--- config.mk ---
export PLATFORM = sky130hd
export DESIGN_NAME = hydra_port_tx_flat
export DESIGN_NICKNAME = d
export VERILOG_FILES = /design/src/rtl/hydra_port_tx_if.sv /design/src/rtl/hydra_port_tx.sv /design/src/flat_wrapper.sv
export SDC_FILE = /design/constraint.sdc
export NUM_CORES = 1
export LEC_CHECK = 0
export ABC_AREA = 1
export CORE_ASPECT_RATIO = 0.7
export CORE_MARGIN = 5
export CORE_UTILIZATION = 30
export CTS_CLUSTER_SIZE = 25
export DETAILED_ROUTE_END_ITERATION = 8
export GPL_TIMING_DRIVEN = 0
export PLACE_DENSITY = 0.59
export SYNTH_ARGS = -nofsm -noshare
export SYNTH_HDL_FRONTEND = slang
export SYNTH_SLANG_ARGS = --single-unit
--- constraint.sdc ---
create_clock -name clk -period 1.6 [get_ports clk]
set_input_delay 0.32 -clock clk [delete_from_list [all_inputs] [get_ports clk]]
set_output_delay 0.32 -clock clk [all_outputs]
set_load 0.01 [all_outputs]
--- src/rtl/hydra_port_tx_if.sv ---
// hydra_port_tx_if -- bundle of host-request, payload-source, switch-write and
// status signals for one hydra transmit port.
//
// Signals:
//   req, req_rdy, req_dest[3:0], req_prio[2:0], req_len[8:0]  packet request
//   src_data[15:0], src_vld, src_rdy                          payload source
//   wr_sop, wr_vld, wr_data[15:0], wr_eop                     switch write port
//   pause                                                     switch back-pressure
//   busy                                                      status
//
// Modports:
//   master -- host/switch side (drives requests, payload and pause)
//   slave  -- the transmit port itself
interface hydra_port_tx_if;
    logic        req;
    logic        req_rdy;
    logic [3:0]  req_dest;
    logic [2:0]  req_prio;
    logic [8:0]  req_len;
    logic [15:0] src_data;
    logic        src_vld;
    logic        src_rdy;
    logic        wr_sop;
    logic        wr_vld;
    logic [15:0] wr_data;
    logic        wr_eop;
    logic        pause;
    logic        busy;

    modport master (
        output req, req_dest, req_prio, req_len, src_data, src_vld, pause,
        input  req_rdy, src_rdy, wr_sop, wr_vld, wr_data, wr_eop, busy
    );

    modport slave (
        input  req, req_dest, req_prio, req_len, src_data, src_vld, pause,
        output req_rdy, src_rdy, wr_sop, wr_vld, wr_data, wr_eop, busy
    );
endinterface

--- src/rtl/hydra_port_tx.sv ---
// hydra_port_tx -- transmit port that turns a host packet request plus a stream
// of payload words into a framed write sequence for the switch:
// wr_sop, one header word {len, prio, dest}, len payload words, wr_eop.
//
// Ports:
//   clk    in   single clock, rising edge
//   rst_n  in   asynchronous active-low reset
//   bus    slave modport of hydra_port_tx_if (request, payload source,
//          switch write port, pause, busy)
//
// Configuration:
//   HYDRA_TX_PAUSE_STALL_EN  when defined, pause also stalls the payload phase
//                            (src_rdy forced low while pause=1). When undefined,
//                            pause only gates packet start.
module hydra_port_tx (
    input  logic            clk,
    input  logic            rst_n,
    hydra_port_tx_if.slave  bus
);

    typedef enum logic [2:0] {StIdle, StSop, StHead, StData, StEop} state_e;

    state_e      state_q;
    logic [8:0]  cnt_q;
    logic [8:0]  len_q;
    logic [2:0]  prio_q;
    logic [3:0]  dest_q;
    logic        wr_sop_q;
    logic        wr_vld_q;
    logic        wr_eop_q;
    logic [15:0] wr_data_q;

    logic        stall;
    logic        src_rdy;
    logic        xfer;

`ifdef HYDRA_TX_PAUSE_STALL_EN
    assign stall = bus.pause;
`else
    assign stall = 1'b0;
`endif

    // Ready stays low once all len words have been taken; that cycle shows the
    // last payload word and the FSM moves on to EOP.
    assign src_rdy = (state_q == StData) && (cnt_q != len_q) && !stall;
    assign xfer    = src_rdy && bus.src_vld;

    always_ff @(posedge clk or negedge rst_n) begin
        if (!rst_n) begin
            state_q   <= StIdle;
            cnt_q     <= 9'd0;
            len_q     <= 9'd0;
            prio_q    <= 3'd0;
            dest_q    <= 4'd0;
            wr_sop_q  <= 1'b0;
            wr_vld_q  <= 1'b0;
            wr_eop_q  <= 1'b0;
            wr_data_q <= 16'd0;
        end else begin
            // Strobes are single-cycle unless a state re-asserts them.
            wr_sop_q <= 1'b0;
            wr_vld_q <= 1'b0;
            wr_eop_q <= 1'b0;
            unique case (state_q)
                StIdle: begin
                    if (bus.req && !bus.pause) begin
                        state_q  <= StSop;
                        dest_q   <= bus.req_dest;
                        prio_q   <= bus.req_prio;
                        len_q    <= bus.req_len;
                        cnt_q    <= 9'd0;
                        wr_sop_q <= 1'b1;
                    end
                end
                StSop: begin
                    state_q   <= StHead;
                    wr_vld_q  <= 1'b1;
                    wr_data_q <= {len_q, prio_q, dest_q};
                end
                StHead: begin
                    if (len_q == 9'd0) begin
                        state_q  <= StEop;
                        wr_eop_q <= 1'b1;
                    end else begin
                        state_q <= StData;
                    end
                end
                StData: begin
                    if (xfer) begin
                        cnt_q     <= cnt_q + 9'd1;
                        wr_vld_q  <= 1'b1;
                        wr_data_q <= bus.src_data;
                    end else if (cnt_q == len_q) begin
                        state_q  <= StEop;
                        wr_eop_q <= 1'b1;
                    end
                end
                StEop: begin
                    state_q <= StIdle;
                end
                default: begin
                    state_q <= StIdle;
                end
            endcase
        end
    end

    assign bus.req_rdy = (state_q == StIdle) && !bus.pause;
    assign bus.src_rdy = src_rdy;
    assign bus.busy    = (state_q != StIdle);
    assign bus.wr_sop  = wr_sop_q;
    assign bus.wr_vld  = wr_vld_q;
    assign bus.wr_eop  = wr_eop_q;
    assign bus.wr_data = wr_data_q;

endmodule

--- src/flat_wrapper.sv ---
// flat-port wrapper written by rule: the top's interface ports become plain ports
module hydra_port_tx_flat 
  (clk, rst_n, bus_req, bus_req_dest, bus_req_prio, bus_req_len, bus_src_data, bus_src_vld, bus_pause, bus_req_rdy, bus_src_rdy, bus_wr_sop, bus_wr_vld, bus_wr_data, bus_wr_eop, bus_busy);
  hydra_port_tx_if bus_i ();
  input  logic clk;
  input  logic rst_n;
  input wire logic [$bits(bus_i.req)-1:0] bus_req;
  input wire logic [$bits(bus_i.req_dest)-1:0] bus_req_dest;
  input wire logic [$bits(bus_i.req_prio)-1:0] bus_req_prio;
  input wire logic [$bits(bus_i.req_len)-1:0] bus_req_len;
  input wire logic [$bits(bus_i.src_data)-1:0] bus_src_data;
  input wire logic [$bits(bus_i.src_vld)-1:0] bus_src_vld;
  input wire logic [$bits(bus_i.pause)-1:0] bus_pause;
  output wire logic [$bits(bus_i.req_rdy)-1:0] bus_req_rdy;
  output wire logic [$bits(bus_i.src_rdy)-1:0] bus_src_rdy;
  output wire logic [$bits(bus_i.wr_sop)-1:0] bus_wr_sop;
  output wire logic [$bits(bus_i.wr_vld)-1:0] bus_wr_vld;
  output wire logic [$bits(bus_i.wr_data)-1:0] bus_wr_data;
  output wire logic [$bits(bus_i.wr_eop)-1:0] bus_wr_eop;
  output wire logic [$bits(bus_i.busy)-1:0] bus_busy;
  assign bus_i.req = bus_req;
  assign bus_i.req_dest = bus_req_dest;
  assign bus_i.req_prio = bus_req_prio;
  assign bus_i.req_len = bus_req_len;
  assign bus_i.src_data = bus_src_data;
  assign bus_i.src_vld = bus_src_vld;
  assign bus_i.pause = bus_pause;
  assign bus_req_rdy = bus_i.req_rdy;
  assign bus_src_rdy = bus_i.src_rdy;
  assign bus_wr_sop = bus_i.wr_sop;
  assign bus_wr_vld = bus_i.wr_vld;
  assign bus_wr_data = bus_i.wr_data;
  assign bus_wr_eop = bus_i.wr_eop;
  assign bus_busy = bus_i.busy;
  hydra_port_tx u_core (.clk(clk), .rst_n(rst_n), .bus(bus_i));
endmodule
After elaboration in Yosys (flattened, before gate mapping)
Index checks and enable logic that the tools add are counted.
{"block": "totals", "register_bits": 47, "latch_bits": 0, "ramBits": 0, "romBits": 0, "inputBits": 37, "out_inout_bits": 22, "wordCells": 51, "memories": 0}
{"block": "op_classes", "n_addsub": 1, "multipliers": 0, "n_div": 0, "magnitude_cmp": 0, "n_eq_ne": 9, "n_shift": 0, "mux": 18, "bitwise_logic": 0, "n_reduce_logical": 14}
{"operator": "16-bit one-hot mux with 2 select lines", "count": 1}
{"operator": "9-bit 2-to-1 mux", "count": 2}
{"operator": "9-bit one-hot mux with 2 select lines", "count": 1}
{"operator": "16-bit 2-to-1 mux", "count": 1}
{"operator": "3-bit 2-to-1 mux", "count": 4}
{"operator": "3-bit one-hot mux with 4 select lines", "count": 1}
{"operator": "9-bit by 1-bit adder with 9-bit output (second input constant)", "count": 1}
{"operator": "9-bit == test", "count": 1}
{"operator": "9-bit zero test", "count": 1}
{"operator": "9-bit inequality test", "count": 1}
{"operator": "3-bit by 2-bit == test with 1-bit output (second input constant)", "count": 2}
{"operator": "1-bit 2-to-1 mux", "count": 6}
{"operator": "3-bit AND reduction", "count": 2}
{"operator": "1-bit logical AND", "count": 4}
{"operator": "2-bit by 1-bit inequality test with 1-bit output (second input constant)", "count": 2}
{"operator": "2-bit inequality test (second input constant)", "count": 2}
{"operator": "1-bit one-hot mux with 2 select lines", "count": 2}
{"operator": "2-bit AND reduction", "count": 2}
{"operator": "2-bit nonzero test", "count": 2}
{"operator": "3-bit by 1-bit == test with 1-bit output (second input constant)", "count": 1}
{"operator": "3-bit zero test", "count": 1}
{"operator": "3-bit nonzero test", "count": 1}
{"operator": "1-bit zero test", "count": 1}

Depth between registers and ports, before layout
Gate-level depths: netlist (run 1).
{"block": "logic_depth", "word_depth": 5, "depth_mapped": 11, "depth_no_buf": 11}

Least setup slack after synthesis (run 1)
OpenSTA, ideal clock, no wires.
{"block": "synth_timing", "kind": "reg-to-output", "start": "reg u_core.state_q[2]", "end": "out bus_src_rdy", "t_arrival_ns": 1.208, "required_ns": 1.280, "path_slack_ns": 0.072, "path_stages_with_launch": 8, "path_buffers": 2, "path_cell_list": "dfrtp_1 > inv_1 > nand3_2 > inv_1 > buf_4 > buf_2 > nand2_1 > inv_1"}
{"block": "synth_between", "elab_chain_len": 2}
{"item": "start: declaration", "line": "hydra_port_tx.sv:23", "text": "state_e state_q;"}
{"item": "start signal: assignment", "line": "hydra_port_tx.sv:50", "text": "state_q <= StIdle;"}
{"item": "start signal: assignment", "line": "hydra_port_tx.sv:67", "text": "state_q <= StSop;"}
{"item": "start signal: assignment", "line": "hydra_port_tx.sv:76", "text": "state_q <= StHead;"}
{"item": "3-bit by 2-bit == test with 1-bit output", "line": "hydra_port_tx.sv:45", "text": "assign src_rdy = (state_q == StData) && (cnt_q != len_q) && !stall;"}
{"item": "1-bit logical AND", "line": "hydra_port_tx.sv:45"}
{"item": "end: declaration", "line": "flat_wrapper.sv:15", "text": "output wire logic [$bits(bus_i.src_rdy)-1:0] bus_src_rdy;"}
No other way between the ends.

Worst setup path after layout (run 1)
{"block": "layout_timing", "start": "reg u_core.cnt_q[6]", "end": "out bus_src_rdy"}
{"block": "layout_between", "elab_chain_len": 2}
{"item": "start: declaration", "line": "hydra_port_tx.sv:24", "text": "logic [8:0] cnt_q;"}
{"item": "start signal: assignment", "line": "hydra_port_tx.sv:90", "text": "cnt_q <= cnt_q + 9'd1;"}
{"item": "9-bit inequality test", "line": "hydra_port_tx.sv:45"}
{"item": "1-bit logical AND", "line": "hydra_port_tx.sv:45"}
No other way between the ends.

==> out/metrics.csv, run 1 <==
stage,metric,value,unit
outcome,result of the run,"complete, but fails checks",
outcome,failing checks,setup timing,
min_path,Hold Path Class,reg -> reg,
timing,Worst slew margin,0.6764,
yosys,Adder-Cell Fraction of Synth Area,0.005339,
floorplan,Initial Utilization,0.3029,
job,MaxCap Viol Count,0,
timing,Tmin final,1748,ps
placement,RePlAce Congestion,0.8583,
clock_tree,Root Buffer,clkbuf_8,
route,DR vias,2387,
clock_tree,Num CTS Buffers,5,
power_and_ir_drop,Total Power,6.636,mW
finish,final instance area,3871,µm²
yosys,"count leader, synth",nand2_1,
clock_tree,CTS sink count,47,
timing,RSZ-0062 raised after global routing,yes,
placement,Post-Place Cell Area,3065,µm²
global_route,initial antenna violation count,0,
route,antenna-violating nets left,0,
placement,pre-CTS setup slack,-691.8,ps
yosys,complex-gate fraction of the synthesized area,0.04592,
worst_setup_path,WS Path Type,reg -> out,
yosys,Synth top area share,0.5019,
yosys,Synth top cells by count,"nand2_1, dfrtp_1, nand3_1",
clock_tree,Clock Latency Late Sink,310,ps
worst_setup_path,Startpoint Class,flip-flop,
yosys,largest family of logic cells by synthesized area,simple AND/OR/NAND/NOR gates,
timing,final hold vios,0,
global_route,number of global-route vias before repair,2296,
worst_setup_path,Reg2Reg Launch Point,u_core.cnt_q[6]$_DFFE_PN0P_,
finish,Layout area overhead,65.19,%
min_path,Hold Path Sink,u_core.prio_q[0]$_DFFE_PN0P_,
yosys,cells after synthesis,306,
route,Post-Route WL,7.748,mm
timing,setup violators final,20,
floorplan,Die Wd,115.6,µm
finish,Antenna Cells,0,
global_route,GRT Overall Usage,0.1557,
clock_tree,clock-pin slew on the worst setup and hold paths,100,ps
worst_setup_path,Critical Path End Type,primary output,
yosys,synth top area cells,"dfrtp_1, nand2_1, nand3_1, o21ai_0, xnor2_1",
timing,final period utilization,1.093,
timing,worst setup margin,-148.4,ps
yosys,multiplexer area fraction after synthesis,0,
yosys,Ys Warns,0,
yosys,synthesized net count,344,
min_path,hold wc startpoint,u_core.prio_q[0]$_DFFE_PN0P_,
route,# DRC,0,
power_and_ir_drop,Cell Pwr Density,1714,nW/µm²
placement,PortBufs,58,
finish,Nets,444,
yosys,Netlist Area Pre-Place,2343,µm²
power_and_ir_drop,worst vdd ir,0.0007609,V
floorplan,Die Y,83.95,µm
timing,Max Slew Vio Count,0,
worst_setup_path,reg2reg end,u_core.bus.wr_data[4]$_DFFE_PN0P_,
yosys,Synth Area in Simple Gates,0.3631,
yosys,"area leader, netlist",dfrtp_1,
timing,Clock Skew,8.414,ps
worst_setup_path,CP required,1280,ps
clock_tree,Longest Clk Path Bufs,2,
yosys,"EDFF count, synth",0,
worst_setup_path,r2r worst-path depth,10,
yosys,Netlist cell types,24,
route,Vias/cell,4.699,
floorplan,core area,7736,µm²
worst_setup_path,flop2flop setup slack,-40,ps
clock_tree,CTS tree,yes,
worst_setup_path,WP data arrival,1430,ps
timing,Total Neg Setup Slack,-493.5,ps
finish,share of layout cells above drive strength 1,0.3342,
yosys,post-synthesis sequential area ratio,0.5019,
floorplan,num ports,59,
yosys,Yosys reg bits,47,
floorplan,row count,27,
yosys,XOR/XNOR Fraction of Synth Area,0.02616,
clock_tree,H-Tree Depth,2,
global_route,largest net degree at the start of global routing,30,
global_route,GR Overflow Total,0,
min_path,Hold Path Cell Cnt,2,
route,Initial DRT Pass Iterations,4,
worst_setup_path,worst-path fanout max,4,
yosys,Syn Area/Cell,7.658,µm²
timing,Fmax,0.5720,GHz
yosys,"FFs w/ async S/R, synth",1.000,
timing,actual slew at the worst max-slew pin,485.4,ps
global_route,global-route wire length before repair,11.79,mm
route,drt wl/cell,15.25,µm
yosys,Main synth FF type,dfrtp_1,
power_and_ir_drop,Leakage,1.861,nW
route,First DRT Iteration DRCs,129,
floorplan,Die ar.,9707,µm²
placement,DP Wirelength,4.877,mm
metal layers:
layer	share of wire	up-vias	wire, µm	track usage
li1	-	1170	-	-
met1	0.48	1122	3740	0.2369
met2	0.43	88	3349	0.2185
met3	0.074	7	572	0.03188
met4	0.011	0	85	0.04953
met5	0	-	0	0
cell type report:
cell class / count / area [µm²]
multi-input cells: 231 / 1355
inverters: 17 / 66.31
well taps: 101 / 126.4
clock inverters: 3 / 23.77
fillers: 740 / 3865
flip-flops and latches: 47 / 1184
plain buffers: 11 / 111.4
repair buffers: 93 / 935.9
clock buffers: 5 / 68.82
worst max path at each step:
stage / start / end / slack [ps] / cells past startpoint
2_1_floorplan: u_core.state_q[2]$_DFFE_PN0P_ / bus_src_rdy / 70 / 7
3_3_place_gp: rst_n / u_core.bus.wr_vld$_DFF_PN0_ / -1130 / 1
3_5_place_dp: u_core.state_q[2]$_DFFE_PN0P_ / bus_src_rdy / -690 / 8
4_1_cts: u_core.cnt_q[3]$_DFFE_PN0P_ / bus_src_rdy / -160 / 9
5_1_grt: u_core.cnt_q[3]$_DFFE_PN0P_ / bus_src_rdy / -240 / 9
6_report: u_core.cnt_q[6]$_DFFE_PN0P_ / bus_src_rdy / -150 / 7
cells by family (layout without fill, tap and decap cells):
family / after synthesis / count (layout)
DFF: 47 / 47
adders and majority gates: 1 / 1
xor gates and xnor gates: 7 / 7
AOI/OAI and AO/OA: 21 / 21
and+or+nand+nor: 201 / 202
buffers and inverters: 29 / 129
registers in the layout, indices dropped and copies added, names as in the netlist:
register / cells
u_core.cnt_q: 9
u_core.bus.wr_sop: 1
u_core.len_q: 9
u_core.state_q: 3
u_core.dest_q: 4
u_core.bus.wr_eop: 1
u_core.bus.wr_vld: 1
u_core.bus.wr_data: 16
u_core.prio_q: 3
critical path, stage by stage (launching register included):
cell and delay, ps:
dfrtp_1 440, xnor2_1 170, nand2_1 110, nor2_4 130, nand2_4 70, nand2_4 60
inv_2 40, buf_6 110
metrics by stage:
stage                     hold WS [ps]    util  instances
after floorplan                  24.41       -        306
after global placement           463.7  0.3943        465
after detailed placement         302.6  0.3962        466
after CTS                        499.3  0.4498        499
after global routing             528.4  0.5004        508
final                            493.9  0.5004        508
placed cells by master (no fill, tap or decap), types with 3 or more instances in the layout:
master and instances:
nand2_1 116, clkdlybuf4s50_1 54, dfrtp_1 41, buf_4 23
nand3_2 22, nand2_2 21, o21ai_0 13, buf_6 11
inv_1 10, nand3_1 10, nand2_4 9, xnor2_1 7
inv_2 6, nor2_1 6, dfrtp_2 6, a21oi_1 5
clkbuf_8 5, nor2_2 4, buf_8 4, nor2_4 3
nand3_4 3, nand2_8 3, buf_2 3
power breakdown:
| group | switching, mW | leakage [nW] | internal, mW | total (mW) |
|---|---|---|---|---|
| clock | 0.444 | 0.0408 | 0.313 | 0.757 |
| combinational | 2.03 | 1.23 | 1.82 | 3.85 |
| sequential | 0.372 | 0.595 | 1.65 | 2.03 |
| total | 2.85 | 1.86 | 3.79 | 6.64 |
timing repair:
item | in CTS | in global routing
endpoints found under the setup margin | 12 | 47
gates resized for setup | 41 | 91
pin swaps | 10 | 34
hold buffers | 1 | 0
cloned | 2 | 2
setup buffers | 24 | 9
endpoints found under the hold margin | 18 | 0
Power figures use the tool's default switching activity.
==> run 2: changes to the inputs <==
REMOVE_ABC_BUFFERS = 1   (was unset)
==> run 2 against run 1 <==
The run still ends with setup timing left; die area stayed put; non-clock buffer count is 17 lower; clock power is 3.4% lower; sequential share of layout area is 2.8 points higher; clock skew hardly changed; cell count is 2.2% lower; global-route usage is 0.53 points lower; hold slack worse by 5.5 ps; critical path type unchanged; highest routed layer unchanged.
==> out/metrics.csv, run 2 (same netlist as run 1, synthesis figures left out) <==
stage,metric,value,unit,change
global_route,initial antenna violation count,0,,unchanged
placement,RePlAce Congestion,0.8026,,-6.5%
route,# DRC,0,,unchanged
worst_setup_path,Startpoint Class,flip-flop,,
floorplan,num ports,59,,unchanged
route,wire length on met3,815,µm,+42%
worst_setup_path,WS Path Type,reg -> out,,
route,DR vias,2348,,-1.6%
clock_tree,Num CTS Buffers,5,,unchanged
power_and_ir_drop,Leakage,1.749,nW,-6.0%
finish,share of layout cells above drive strength 1,0.1995,,-0.1347
timing,Clock Skew,8.040,ps,-0.3743 ps
timing,Total Neg Setup Slack,-2178,ps,-1685 ps
timing,setup violators final,29,,+45%
floorplan,core area,7736,µm²,unchanged
clock_tree,Clock Latency Late Sink,300,ps,about the same
route,Vias/cell,4.724,,+0.54%
route,First DRT Iteration DRCs,138,,+7.0%
timing,Fmax,0.5757,GHz,+0.64%
placement,DP Wirelength,4.330,mm,-11%
global_route,number of global-route vias before repair,2207,,-3.9%
clock_tree,CTS tree,yes,,
power_and_ir_drop,Total Power,5.993,mW,-9.7%
clock_tree,H-Tree Depth,2,,unchanged
finish,Antenna Cells,0,,unchanged
finish,most frequent cells in the layout,"nand2_1, clkdlybuf4s50_1, dfrtp_1",,
min_path,Hold Path Cell Cnt,2,,unchanged
min_path,Hold Path Class,reg -> reg,,
job,MaxCap Viol Count,0,,unchanged
outcome,result of the run,"complete, but fails checks",,
worst_setup_path,r2r worst-path depth,9,,-1
floorplan,Die Wd,115.6,µm,unchanged
route,antenna-violating nets left,0,,unchanged
worst_setup_path,CP required,1280,ps,about the same
global_route,GRT Overall Usage,0.1504,,-0.005307
timing,Tmin final,1737,ps,-11.20 ps
timing,actual slew at the worst max-slew pin,567.0,ps,+81.55 ps
finish,"commonest non-fill, non-tap cell in the layout",nand2_1,,
finish,max reg flops,16,,unchanged
timing,Max Slew Vio Count,0,,unchanged
clock_tree,Root Buffer,clkbuf_8,,
route,Post-Route WL,7.671,mm,-0.99%
power_and_ir_drop,worst vdd ir,0.0007418,V,-2.5%
floorplan,row count,27,,unchanged
floorplan,Die Y,83.95,µm,unchanged
route,Initial DRT Pass Iterations,4,,unchanged
global_route,GR Overflow Total,0,,unchanged
finish,Layout area overhead,50.72,%,
finish,area of the multi-input gates,1194,µm²,-12%
route,M1 WL,3.516,mm,-6.0%
timing,Worst slew margin,0.6207,,-0.05570
route,Met2 Routed Length,3.312,mm,-1.1%
finish,FILL cells,780,,+5.4%
route,drt wl/cell,15.43,µm,+1.2%
clock_tree,CTS sink count,47,,unchanged
timing,final hold vios,0,,unchanged
finish,Sequential cell area,1179,µm²,-0.42%
timing,worst setup margin,-137.1,ps,+11.20 ps
floorplan,Die ar.,9707,µm²,unchanged
global_route,largest net degree at the start of global routing,28,,-6.7%
worst_setup_path,worst-path fanout max,3,,-1
worst_setup_path,Critical Path End Type,primary output,,
timing,RSZ-0062 raised after global routing,yes,,
global_route,global-route wire length before repair,11.52,mm,-2.3%
outcome,failing checks,setup timing,,
timing,final period utilization,1.086,,-0.007003
finish,Nets,433,,-2.5%
floorplan,Initial Utilization,0.3029,,unchanged
clock_tree,clock-pin slew on the worst setup and hold paths,100,ps,about the same
placement,PortBufs,58,,unchanged
power_and_ir_drop,Cell Pwr Density,1697,nW/µm²,-1.0%
route,Max Used Layer,met4,,
worst_setup_path,WP data arrival,1420,ps,about the same
clock_tree,Longest Clk Path Bufs,2,,unchanged
run 2: cell count changes in the layout (fill, tap and decap cells not counted), sizes merged:
cell and change:
nand3 +2, buf -13, clkinv +2, inv -2, clkbuf -5, dlymetal6s2s +4
nand2 +2, clkinvlp +2, dlygate4sd2 +1, clkdlybuf4s50 -4
run 2: final cells by class:
cell class,instances,area share
clock inverter,3,0.005668
inverter,17,0.02267
timing repair inverter,2,0.005313
clock buffer,5,0.01948
tap,101,0.03578
timing repair buffer,87,0.2395
multi-input combinational,235,0.3379
sequential,47,0.3337
run 2: worst max-delay path: stages, from the launching register on:
cell     delay, ps
dfrtp_1        420
xnor2_1        160
nand2_1         80
nor2_2         170
nand2_4         80
nand2_4         70
inv_2           30
buf_6          110
run 2: metal layers:
layer	vias to the layer above	global-route usage
met5	-	0
met4	0	0.01897
met3	4	0.04203
met2	90	0.2216
met1	1103	0.2249
li1	1151	-
run 2: stage by stage:
stage | cell area [µm²] | utilization | hold slack [ps] | cells | worst slack [ps]
final | 3532 | 0.4566 | 488.5 | 497 | -137.1
after global routing | 3532 | 0.4566 | 515.8 | 497 | -213.9
after CTS | 3364 | 0.4349 | 492.1 | 489 | -163.4
after detailed placement | 2994 | 0.3870 | 321.9 | 454 | -1245
after global placement | 2979 | 0.3851 | 462.2 | 453 | -1251
after floorplan | 2272 | - | 24.41 | 294 | -255.8
run 2: path summary, 6_finish.rpt:
check / slack [ps] / endpoint / start
max: -140 / bus_src_rdy / u_core.len_q[4]$_DFFE_PN0P_
min: 490 / u_core.prio_q[2]$_DFFE_PN0P_ / u_core.prio_q[2]$_DFFE_PN0P_
max reg2reg: -110 / u_core.bus.wr_data[4]$_DFFE_PN0P_ / u_core.len_q[4]$_DFFE_PN0P_
min reg2reg: 490 / u_core.prio_q[2]$_DFFE_PN0P_ / u_core.prio_q[2]$_DFFE_PN0P_
max in group asynchronous: 550 / u_core.cnt_q[2]$_DFFE_PN0P_ / rst_n
min in group asynchronous: 520 / u_core.len_q[1]$_DFFE_PN0P_ / rst_n
run 2: timing repair:
item / 4_1_cts / 5_1_grt
hold buffers: 1 / 0
setup endpoints to repair: 48 / 49
hold endpoints to repair: 20 / 0
pin swaps: 9 / 6
setup buffers: 23 / 4
gates cloned: 3 / 4
resized for setup: 30 / 24
run 2: power breakdown:
part | internal (mW) | switching, mW
Combinational | 1.45 | 1.86
Sequential | 1.64 | 0.312
Clock | 0.305 | 0.426
Total | 3.40 | 2.60
==> run 3: changes to the inputs <==
CORE_MARGIN = 2   (was 5)
clock period = 2.2 ns   (was 1.6 ns; I/O delays follow)
==> run 3 against run 2 <==
The flow now finishes without violations; non-clock buffer count is 24 lower; routed wire length is 17% lower; die area is 12% lower; largest cell class is now flip-flops and latches; clock skew is 3.3 ps lower; setup slack better by 220 ps; sequential power is 26% lower.
==> out/metrics.csv, run 3 (same netlist as run 1, synthesis figures left out) <==
stage,metric,value,unit,change
outcome,result of the run,finished clean,,
worst_setup_path,Critical Path End Type,primary output,,
job,MaxCap Viol Count,0,,unchanged
timing,final period utilization,0.9615,,
finish,Nets,403,,-6.9%
worst_setup_path,CP required,1760,ps,+480 ps
finish,fin util,0.4206,,-0.03602
clock_tree,Clock Latency Late Sink,300,ps,about the same
placement,DP Wirelength,4.280,mm,-1.2%
clock_tree,CTS tree,yes,,
timing,actual slew at the worst max-slew pin,737.3,ps,+170.3 ps
floorplan,num ports,59,,unchanged
global_route,largest net degree at the start of global routing,28,,unchanged
floorplan,core area,7450,µm²,-3.7%
global_route,global-route wire length before repair,10.43,mm,-9.4%
global_route,initial antenna violation count,0,,unchanged
timing,Tmin final,2115,ps,
worst_setup_path,WP data arrival,1680,ps,+260 ps
finish,most frequent cells in the layout,"nand2_1, clkdlybuf4s50_1, dfrtp_1",,
route,Post-Route WL,6.347,mm,-17%
finish,Layout area overhead,33.69,%,
floorplan,row count,26,,-3.7%
placement,Post-Place Cell Area,2990,µm²,-0.13%
timing,setup violators final,0,,-100%
power_and_ir_drop,Total Power,3.790,mW,-37%
timing,RSZ-0062 raised after global routing,no,,
route,# DRC,0,,unchanged
timing,Worst slew margin,0.5073,,-0.1134
floorplan,Die Wd,109.6,µm,-5.2%
finish,Antenna Cells,0,,unchanged
timing,Clock Skew,4.786,ps,-3.254 ps
floorplan,Die ar.,8546,µm²,-12%
timing,Fmax,0.4727,GHz,
route,Initial DRT Pass Iterations,4,,unchanged
finish,final instance area,3133,µm²,-11%
worst_setup_path,Startpoint Class,flip-flop,,
route,drt wl/cell,13.71,µm,-11%
global_route,GRT Overall Usage,0.1573,,+0.006870
floorplan,Die Y,77.95,µm,-7.1%
clock_tree,Root Buffer,clkbuf_8,,
clock_tree,Longest Clk Path Bufs,2,,unchanged
route,First DRT Iteration DRCs,93,,-33%
route,DR vias,2116,,-9.9%
timing,final hold vios,0,,unchanged
worst_setup_path,WS Path Type,reg -> out,,
power_and_ir_drop,Leakage,1.518,nW,-13%
placement,Post-Place Cells,451,,-0.66%
min_path,Hold Path Class,in -> async,,
placement,PortBufs,58,,unchanged
route,antenna-violating nets left,0,,unchanged
route,Vias/cell,4.570,,-3.3%
finish,FILL cells,789,,+1.2%
timing,Max Slew Vio Count,0,,unchanged
worst_setup_path,worst-path fanout max,4,,+1
power_and_ir_drop,Cell Pwr Density,1210,nW/µm²,-29%
clock_tree,Num CTS Buffers,5,,unchanged
finish,share of layout cells above drive strength 1,0.07945,,-0.1200
clock_tree,clock-pin slew on the worst setup and hold paths,90,ps,about the same
clock_tree,CTS sink count,47,,unchanged
placement,RePlAce Congestion,0.7694,,-4.1%
finish,Finished Layout Cells,463,,-6.8%
global_route,number of global-route vias before repair,2143,,-2.9%
finish,max reg flops,16,,unchanged
global_route,GR Overflow Total,0,,unchanged
power_and_ir_drop,worst vdd ir,0.0004543,V,-39%
timing,Worst Hold Margin,128.2,ps,-360.2 ps
floorplan,Initial Utilization,0.3146,,+0.01165
clock_tree,H-Tree Depth,2,,unchanged
finish,"commonest non-fill, non-tap cell in the layout",nand2_1,,
run 3: through the flow:
step                      setup WS (ps)  TNS [ps]
after global placement           -742.8    -49460
after detailed placement         -751.2    -16080
after global routing              1.753         0
final                             84.60         0
after CTS                         74.66         0
after floorplan                   318.8         0
run 3: final cells by class:
type	instances	area, µm²	share of cell area
clock inverter	1	5.005	0.001597
inverter	17	70.07	0.02236
timing repair inverter	1	5.005	0.001597
multi-input combinational	230	1045	0.3335
clock buffer	6	82.58	0.02636
tap	98	122.6	0.03914
timing repair buffer	63	624.3	0.1993
sequential	47	1179	0.3762
run 3: per-layer routing:
layer  track usage  vias to the layer above  share of wire
li1              -                     1083              -
met1        0.2211                      969           0.50
met4       0.01899                        0              0
met5             0                        -              0
met2        0.2451                       64           0.43
met3       0.04790                        0          0.070
run 3: power by group:
part	internal, mW	switching [mW]	leakage (nW)
Sequential	1.19	0.257	0.599
Clock	0.247	0.288	0.0470
Combinational	0.769	1.04	0.872
run 3: critical path, cell delays in order (launching register included):
cell and delay (ps):
dfrtp_1 440, nor2_1 150, nand2_1 110, nor2_2 130, clkdlybuf4s50_1 550
run 3: path summary, 6_finish.rpt:
kind                                                     end                     startpoint  depth (start not counted)  slack (ps)
hold reg to reg                 u_core.dest_q[3]$_DFFE_PN0P_   u_core.dest_q[3]$_DFFE_PN0P_                          2         490
setup reg to reg           u_core.bus.wr_data[9]$_DFFE_PN0P_  u_core.state_q[1]$_DFFE_PN0P_                          6         340
max in group asynchronous        u_core.cnt_q[0]$_DFFE_PN0P_                          rst_n                          2        1530
hold / removal                   u_core.len_q[3]$_DFFE_PN0P_                          rst_n                          1         130
min in group clk                u_core.dest_q[3]$_DFFE_PN0P_   u_core.dest_q[3]$_DFFE_PN0P_                          2         490
setup / recovery                                 bus_req_rdy  u_core.state_q[1]$_DFFE_PN0P_                          4          80
run 3: repair_timing:
action	in CTS	in global routing
buffers inserted	4	0
setup endpoints to repair	29	23
resized for setup	6	3
hold buffers	0	0
pin swaps	1	1
gates cloned	1	0
